===== config.mk =====
export PLATFORM = sky130hd
export DESIGN_NAME = m_req_download
export DESIGN_NICKNAME = d
export VERILOG_FILES = /design/src/rtl/m_download_pkg.sv /design/src/rtl/m_download_gap_timer.sv /design/src/rtl/m_req_download.sv
export SDC_FILE = /design/constraint.sdc
export NUM_CORES = 1
export LEC_CHECK = 0
export CORE_ASPECT_RATIO = 0.75
export CORE_MARGIN = 1
export CORE_UTILIZATION = 30
export CTS_CLUSTER_DIAMETER = 50
export DETAILED_ROUTE_END_ITERATION = 6
export MAX_ROUTING_LAYER = met4
export PLACE_DENSITY = 0.63
export SLEW_MARGIN = 20
export SYNTH_ARGS = -nofsm -noshare
export SYNTH_HDL_FRONTEND = slang
export SYNTH_SLANG_ARGS = --single-unit
export TNS_END_PERCENT = 10

===== constraint.sdc =====
create_clock -name clk -period 3.2 [get_ports clk]
set_input_delay 0.64 -clock clk [delete_from_list [all_inputs] [get_ports clk]]
set_output_delay 0.64 -clock clk [all_outputs]
set_load 0.005 [all_outputs]

===== src/rtl/m_download_pkg.sv =====
`default_nettype none
// ============================================================================
//  Module      : m_download_pkg
//  Description : Shared types and constants for the memory request download
//                path (flit reassembly into one memory request message).
//  Revision    : 1.0 - initial release
// ============================================================================
package m_download_pkg;

    // FSM encoding; 2'b11 is illegal and recovers to IDLE
    typedef enum logic [1:0] {
        ST_IDLE = 2'b00,
        ST_BUSY = 2'b01,
        ST_DONE = 2'b10
    } state_t;

    localparam int FLIT_W        = 16;
    localparam int MSG_W         = 176;
    localparam int FLITS_MAX_CAP = 10;
    localparam int HDR_FMAX_LSB  = 0;
    localparam int HDR_FMAX_W    = 4;

    // Header length fields above the message capacity are saturated
    function automatic logic [HDR_FMAX_W-1:0] clamp_fmax(input logic [HDR_FMAX_W-1:0] fmax);
        if (fmax > HDR_FMAX_W'(FLITS_MAX_CAP))
            return HDR_FMAX_W'(FLITS_MAX_CAP);
        else
            return fmax;
    endfunction

endpackage
`default_nettype wire


===== src/rtl/m_download_gap_timer.sv =====
`default_nettype none
// ============================================================================
//  Module      : m_download_gap_timer
//  Description : Idle-gap counter for message assembly. Counts cycles with no
//                flit transfer while running and flags the terminal count.
//  Revision    : 1.0 - initial release
// ============================================================================
module m_download_gap_timer
    import m_download_pkg::*;
#(
    parameter int TIMEOUT_CYC = 255
) (
    input  logic clk,
    input  logic rst,
    input  logic i_run,
    input  logic i_kick,
    output logic o_expire
);

    localparam logic [7:0] c_term = 8'(TIMEOUT_CYC);

    logic [7:0] r_gap;

    // Count idle cycles; restart on every transfer and whenever not running
    always_ff @(posedge clk or negedge rst) begin
        if (!rst) begin
            r_gap <= 8'd0;
        end else if (!i_run || i_kick) begin
            r_gap <= 8'd0;
        end else if (r_gap != c_term) begin
            r_gap <= r_gap + 8'd1;
        end
    end

    assign o_expire = i_run && (r_gap == c_term);

endmodule
`default_nettype wire


===== src/rtl/m_req_download.sv =====
`default_nettype none
// ============================================================================
//  Module      : m_req_download
//  Description : Reassembles a stream of 16-bit flits from the ring download
//                FIFO into one 176-bit memory request message and holds it
//                until the memory node consumes it.
//                Optional macro M_REQ_DOWNLOAD_TIMEOUT_EN adds an idle-gap
//                abort while assembling (err_timeout pulse).
//  Revision    : 1.0 - initial release
// ============================================================================
module m_req_download #(
    parameter int FLIT_W      = 16,
    parameter int MSG_W       = 176,
    parameter int TIMEOUT_CYC = 255
) (
    input  logic              clk,
    input  logic              rst,
    input  logic [FLIT_W-1:0] flit_in,
    input  logic              v_flit_in,
    output logic              down_fifo_rdy,
    output logic [MSG_W-1:0]  m_flits_req,
    output logic              v_m_flits_req,
    input  logic              m_req_rdy,
    output logic [1:0]        m_req_download_state,
    output logic              err_timeout
);

    import m_download_pkg::*;

    localparam int c_slots = MSG_W / FLIT_W;

    state_t                  r_state;
    logic [MSG_W-1:0]        r_msg;
    logic [3:0]              r_cnt;
    logic [3:0]              r_fmax;
    logic                    r_rdy;
    logic                    r_valid;
    logic                    r_err;

    logic                    w_xfer;
    logic                    w_expire;
    logic [HDR_FMAX_W-1:0]   w_hdr_fmax;

    assign w_xfer     = v_flit_in && r_rdy;
    assign w_hdr_fmax = clamp_fmax(flit_in[HDR_FMAX_LSB +: HDR_FMAX_W]);

`ifdef M_REQ_DOWNLOAD_TIMEOUT_EN
    m_download_gap_timer #(
        .TIMEOUT_CYC (TIMEOUT_CYC)
    ) u_gap_timer (
        .clk      (clk),
        .rst      (rst),
        .i_run    (r_state == ST_BUSY),
        .i_kick   (w_xfer),
        .o_expire (w_expire)
    );
`else
    logic w_unused_timeout;
    assign w_unused_timeout = (TIMEOUT_CYC == 0);
    assign w_expire         = 1'b0;
`endif

    // Assembly FSM with registered handshake outputs and message register
    always_ff @(posedge clk or negedge rst) begin
        if (!rst) begin
            r_state <= ST_IDLE;
            r_msg   <= '0;
            r_cnt   <= 4'd0;
            r_fmax  <= 4'd0;
            r_rdy   <= 1'b0;
            r_valid <= 1'b0;
            r_err   <= 1'b0;
        end else begin
            r_err <= 1'b0;
            case (r_state)
                ST_IDLE: begin
                    r_rdy <= 1'b1;
                    if (w_xfer) begin
                        r_msg[MSG_W-1 -: FLIT_W] <= flit_in;
                        r_fmax <= w_hdr_fmax;
                        r_cnt  <= 4'd1;
                        if (w_hdr_fmax == 4'd0) begin
                            r_state <= ST_DONE;
                            r_rdy   <= 1'b0;
                            r_valid <= 1'b1;
                        end else begin
                            r_state <= ST_BUSY;
                        end
                    end
                end
                ST_BUSY: begin
                    if (w_xfer) begin
                        for (int k = 1; k < c_slots; k++) begin
                            if (r_cnt == 4'(k))
                                r_msg[MSG_W-1-FLIT_W*k -: FLIT_W] <= flit_in;
                        end
                        if (r_cnt == r_fmax) begin
                            // last flit: keep cnt at flits_max, never past cap
                            r_state <= ST_DONE;
                            r_rdy   <= 1'b0;
                            r_valid <= 1'b1;
                        end else begin
                            r_cnt <= r_cnt + 4'd1;
                        end
                    end else if (w_expire) begin
                        r_state <= ST_IDLE;
                        r_msg   <= '0;
                        r_cnt   <= 4'd0;
                        r_fmax  <= 4'd0;
                        r_err   <= 1'b1;
                    end
                end
                ST_DONE: begin
                    if (m_req_rdy) begin
                        r_state <= ST_IDLE;
                        r_msg   <= '0;
                        r_cnt   <= 4'd0;
                        r_fmax  <= 4'd0;
                        r_rdy   <= 1'b1;
                        r_valid <= 1'b0;
                    end
                end
                default: begin
                    r_state <= ST_IDLE;
                    r_msg   <= '0;
                    r_cnt   <= 4'd0;
                    r_fmax  <= 4'd0;
                    r_rdy   <= 1'b1;
                    r_valid <= 1'b0;
                end
            endcase
        end
    end

    assign down_fifo_rdy        = r_rdy;
    assign m_flits_req          = r_msg;
    assign v_m_flits_req        = r_valid;
    assign m_req_download_state = r_state;
    assign err_timeout          = r_err;

endmodule
`default_nettype wire


== After elaboration in Yosys (flattened, before gate mapping) ==
Cells that the tools add are included.
W data, S select, Z words.

* Add/sub/neg operators: 1
* $lt $le $gt $ge: 1
* Eq/ne operators: 29
* Multiplexer cells: 41
* Bitwise logic cells: 2
* Reduce and logical (&&, ||, !) cells: 18

{| class="wikitable"
|+ Operator list
! cell !! count
|-
| $pmux W160 S3 || 1
|-
| $mux W16 || 11
|-
| $mux W176 || 1
|-
| $mux W160 || 1
|-
| $pmux W16 S3 || 1
|-
| $reduce_and A4 Y1 || 12
|-
| $ne A2 B2 Y1 const B || 16
|-
| $mux W4 || 6
|-
| $pmux W4 S3 || 2
|-
| $eq A4 B3 Y1 const B || 4
|-
| $eq A4 B4 Y1 const B || 3
|-
| $mux W1 || 10
|-
| $mux W2 || 5
|-
| $eq A4 B2 Y1 const B || 2
|-
| $pmux W1 S3 || 2
|-
| $pmux W2 S3 || 1
|-
| $reduce_and A3 Y1 || 2
|-
| $reduce_and A5 Y1 || 1
|-
| $add A4 B1 Y4 const B || 1
|-
| $eq A4 B1 Y1 const B || 1
|-
| $eq A4 B4 Y1 || 1
|-
| $gt A4 B4 Y1 const B || 1
|-
| $logic_not A4 Y1 || 1
|-
| $eq A2 B1 Y1 const B || 1
|-
| other kinds (4) || 5
|}

* Flip-flop bits (word level): 188
* Input bits: 20
* Output and inout bits: 181
* Logic and storage cells: 108

== Longest topological paths before layout ==
* Depth in word-level cells: 6
* Gate-level depth with buffers: 7
* Gate-level depth less buffers: 6

== Worst setup path after synthesis ==
No wires, ideal clock.

* Path kind: input to register
* From: in flit_in[1]
* To: reg r_rdy (netlist: down_fifo_rdy)
* Setup time: 0.120 ns
* Arrival: 1.682 ns
* Setup slack: 1.398 ns
* Stages: 4
* Path buffers: 0
* Cell sequence: or4_4 > a211oi_4 > nand2_2 > o211a_1

* Word-level cells in the longest chain between the ends: 6

{| class="wikitable"
|+ Ends and longest elaborated chain
! what !! RTL line !! source
|-
| start: declaration || m_req_download.sv:18 || <nowiki>input logic [FLIT_W-1:0] flit_in,</nowiki>
|-
| $gt A4 B4 Y1 || m_download_pkg.sv:25 || <nowiki>if (fmax > HDR_FMAX_W'(FLITS_MAX_CAP))</nowiki>
|-
| $mux W4 (*) || m_download_pkg.sv:25 ||
|-
| $logic_not A4 Y1 (*) || m_req_download.sv:82 || <nowiki>if (w_hdr_fmax == 4'd0) begin</nowiki>
|-
| $mux W1 (*) || m_req_download.sv:82 ||
|-
| $mux W1 (*) || m_req_download.sv:78 || <nowiki>if (w_xfer) begin</nowiki>
|-
| $pmux W1 S3 (*) || m_req_download.sv:75 || <nowiki>case (r_state)</nowiki>
|-
| end signal: assignment || m_req_download.sv:70 || <nowiki>r_rdy <= 1'b0;</nowiki>
|-
| end signal: assignment || m_req_download.sv:77 || <nowiki>r_rdy <= 1'b1;</nowiki>
|-
| end signal: assignment || m_req_download.sv:84 || <nowiki>r_rdy <= 1'b0;</nowiki>
|-
| end: declaration || m_req_download.sv:36 || <nowiki>logic r_rdy;</nowiki>
|}

Mark *: on every way between the ends. The rest lies on a longest branch, timed or not.
A chain may end at the register's enable or synchronous reset.

== Worst setup path in the final report ==
* From: in v_flit_in
* To: reg r_cnt[2]

* Word-level cells in the longest chain between the ends: 3
* Elaborated cells on any way between the ends: 4
* Classes of those cells: eq/ne: 2; reduce/logical: 2

{| class="wikitable"
|+ Ends and longest elaborated chain
! what !! RTL line !! source
|-
| start: declaration || m_req_download.sv:19 || <nowiki>input logic v_flit_in,</nowiki>
|-
| $logic_and A1 B1 Y1 (*) || m_req_download.sv:44 || <nowiki>assign w_xfer = v_flit_in && r_rdy;</nowiki>
|-
| $ne A2 B2 Y1 (no source line) || -- ||
|-
| $reduce_and A4 Y1 (no source line) (*) || -- ||
|-
| end signal: assignment || m_req_download.sv:103 || <nowiki>r_cnt <= r_cnt + 4'd1;</nowiki>
|-
| end: declaration || m_req_download.sv:34 || <nowiki>logic [3:0] r_cnt;</nowiki>
|}

Marks and branches as above.

==> metrics <==
LEAKAGE 4.39 nW; max_slew headroom 47.3%; cells on worst reg2reg path 5; Post-Syn Nets 690; fmax 0.434 GHz; number of DRC markers in iteration 0 347; dpl hpwl 14.3 mm; CTS H-tree depth 4; Syn Area/Cell 10.8 sq um; drt pass-1 iters 4; max-slew violation count 0; reg2reg setup slack 0.92 ns; CP Launch Type input port; CTS max path bufs 2; Post-CTS Setup Repair Bufs 0; Final Wtd Congestion 0.783; drt wl/cell 18.5 um; layout cell share with drive strength beyond 1 6.71%; Rows 48; clk_lat worst skew 0.44 ns; mapped cell area 7180 sq um; Critical Path RT 3.55 ns; DRC 0; # port buffers 199; endpoints failing setup 0; Max Cap Viol 0; area growth from synthesis to layout 39.8%; WL final 21.6 mm; core area 23,200 sq um; sequential area share after synthesis 65.5%; Worst setup EP type flop; clock share of power 44.9%; critical path type in -> reg; Least-Margin Pin Slew 0.788 ns; Tcrit/Tclk final 72.0%; Synth cell types 39; RSZ-0062 raised after global routing no; number of global-route vias before repair 5,286; R2R Path Start m_req_download_state[1]$_DFFE_PN0P_; Die Y 136 um; CTS tree built; clock sinks 188; worst path bufs/invs 2; setup slack after layout 0.895 ns; first-pass GRT wire length 32.7 mm; NetSw 1.13 mW; Crit Reg-Reg Endpoint r_cnt[2]$_DFFE_PN0P_; initial antenna violation count 0; worst stage delay on the critical path 0.60 ns; Critical-path top delay cell nor2_1; Critical Path AT 2.65 ns; Cells after Synth 666; number of I/O pins 201; outcome finished, final reports clean; post-synthesis register bit count 188; Final Hold Vio Count 0; HP Class in -> async; total CTS buffers 17; Tmin final 2.31 ns; crit-path leading delay family simple AND/OR/NAND/NOR gates; largest net degree at the start of global routing 77; setup TNS 0 ns; EDFF count, synth 0; Final Skew 0.0162 ns; Pwr Density 455 nW/um^2; Flop pwr share 52.0%; final antenna-violating net count 0; cell-internal power 3.43 mW; DIE WIDTH 181 um; post-cts gate resize count 0; Root Buffer clkbuf_16; Tot GR Track Use 18.7%; Peak VDD IR 0.276 mV; Die ar. 24,600 sq um; Layout Nets 875; pre-CTS WS 0.357 ns; combinational share of power 3.1%; predominant post-synthesis flop cell dfrtp_1; CP Cell Sequence clkdlybuf4s50_1 > and4bb_2 > nor2_1 > buf_4 > nand2_1 > mux2i_1; grt total ovfl 0; CTS clk-pin slew, worst paths 0.08 ns; detail-routed via count per cell 4.69; crit path max fanout 22; via count 5,464; Sw Share 24.8%; Post-synth ARST share 100%; starting density of the core 30.9%; # hold bufs at CTS 0; Synth Warn # 0; Tot Pwr 4.56 mW
-- synth_stat cells (all sizes together), types with 4 or more instances --
cell    number  area share (%)
a21o         4            0.44
a22o        18             2.2
and3b        7            0.85
buf         32             2.4
clkbuf      12            0.63
dfrtp      188              66
ha           4            0.70
nand2      186             9.8
nor3b        4            0.42
o211ai      10             1.6
o21ai      163              11
xor2         4            0.49
-- area by class of cell --
class	count	area (sq um)
Antenna cell	2	5.00
Clock buffer	17	425
Clock inverter	15	130
Fill cell	2213	13200
Inverter	3	11.3
Multi-Input combinational cell	431	2280
Sequential cell	188	4700
Tap cell	300	375
Timing Repair Buffer	210	2100
-- metrics by stage --
step / cells / utilization, % / hold WS [ns] / cell area [sq um]
3_3_place_gp: 1132 / 40.6 / 0.461 / 9440
5_1_grt: 1164 / 43.2 / 0.174 / 10000
2_1_floorplan: 666 / - / 0.344 / 7180
3_5_place_dp: 1132 / 40.6 / 0.469 / 9440
6_report: 1166 / 43.2 / 0.163 / 10000
4_1_cts: 1164 / 43.0 / 0.161 / 10000
-- power by group through the flow --
| stage | Sequential, mW | Clock, mW | Combinational [mW] |
|---|---|---|---|
| finish | 2.37 | 2.05 | 0.142 |
| global route | 2.37 | 2.19 | 0.160 |
| CTS | 2.37 | 2.10 | 0.151 |
| detailed placement | 2.42 | 0 | 0.151 |
| global placement | 2.42 | 0 | 0.150 |
| floorplan | 2.42 | 0 | 0.0203 |
-- layout by cell type (no fill, tap or decap), drive strengths merged --
cell type / n
or3b: 1
diode: 2
a21o: 4
clkinv: 5
a22o: 18
nor2: 3
nor3b: 4
nand2b: 2
nand3: 2
o2111ai: 1
dfrtp: 188
o22ai: 1
nor2b: 2
or4: 1
or3: 2
nor4: 1
o211ai: 10
clkinvlp: 2
conb: 1
a32o: 2
mux2i: 2
buf: 11
ha: 4
o211a: 1
mux2: 1
inv: 11
and4bb: 1
and3b: 7
xor2: 4
a211oi: 2
clkbuf: 18
o21ai: 163
o21a: 1
o21bai: 1
clkdlybuf4s50: 198
nand2: 186
a21oi: 3
-- metal layers --
metal  track usage, %  vias to the layer above  share of wire [%]
met3             6.03                       12                7.1
met5                -                        -                  0
met1             26.1                     2636                 50
li1                 -                     2631                  -
met4             4.23                        0               0.70
met2             26.3                      185                 42
-- sequential cells by signal, indices dropped and copies added (netlist names) --
register	cells
m_flits_req	176
r_cnt	4
r_fmax	4
m_req_download_state	2
down_fifo_rdy	1
v_m_flits_req	1
-- logic make-up (layout without fill, tap and decap cells) --
kind of cell             count (synthesis)  count (layout)  synth area share, %
AO/OA/AOI/OAI                          207             207                 17.0
XOR/XNOR                                 4               4                0.488
adder cells (fa/ha/maj)                  4               4                0.697
buffers and inverters                   47             245                 3.15
flip-flops                             188             188                 65.5
multiplexers                             3               3                0.436
other                                    1               3               0.0522
AND/OR/NAND/NOR                        212             212                 12.6
-- worst max path at each step --
stage	from	end	slack (ns)	cells after the start
final	v_flit_in	r_cnt[2]$_DFFE_PN0P_	0.89	6
after global routing	m_req_download_state[1]$_DFFE_PN0P_	r_cnt[3]$_DFFE_PN0P_	0.70	5
after CTS	v_flit_in	m_flits_req[117]$_DFFE_PN0P_	0.83	5
after detailed placement	v_flit_in	m_flits_req[117]$_DFFE_PN0P_	0.36	5
after global placement	v_flit_in	r_cnt[2]$_DFFE_PN0P_	0.49	6
after floorplan	flit_in[1]	down_fifo_rdy$_DFFE_PN0P_	1.40	4
Power figures use the tool's default switching activity.
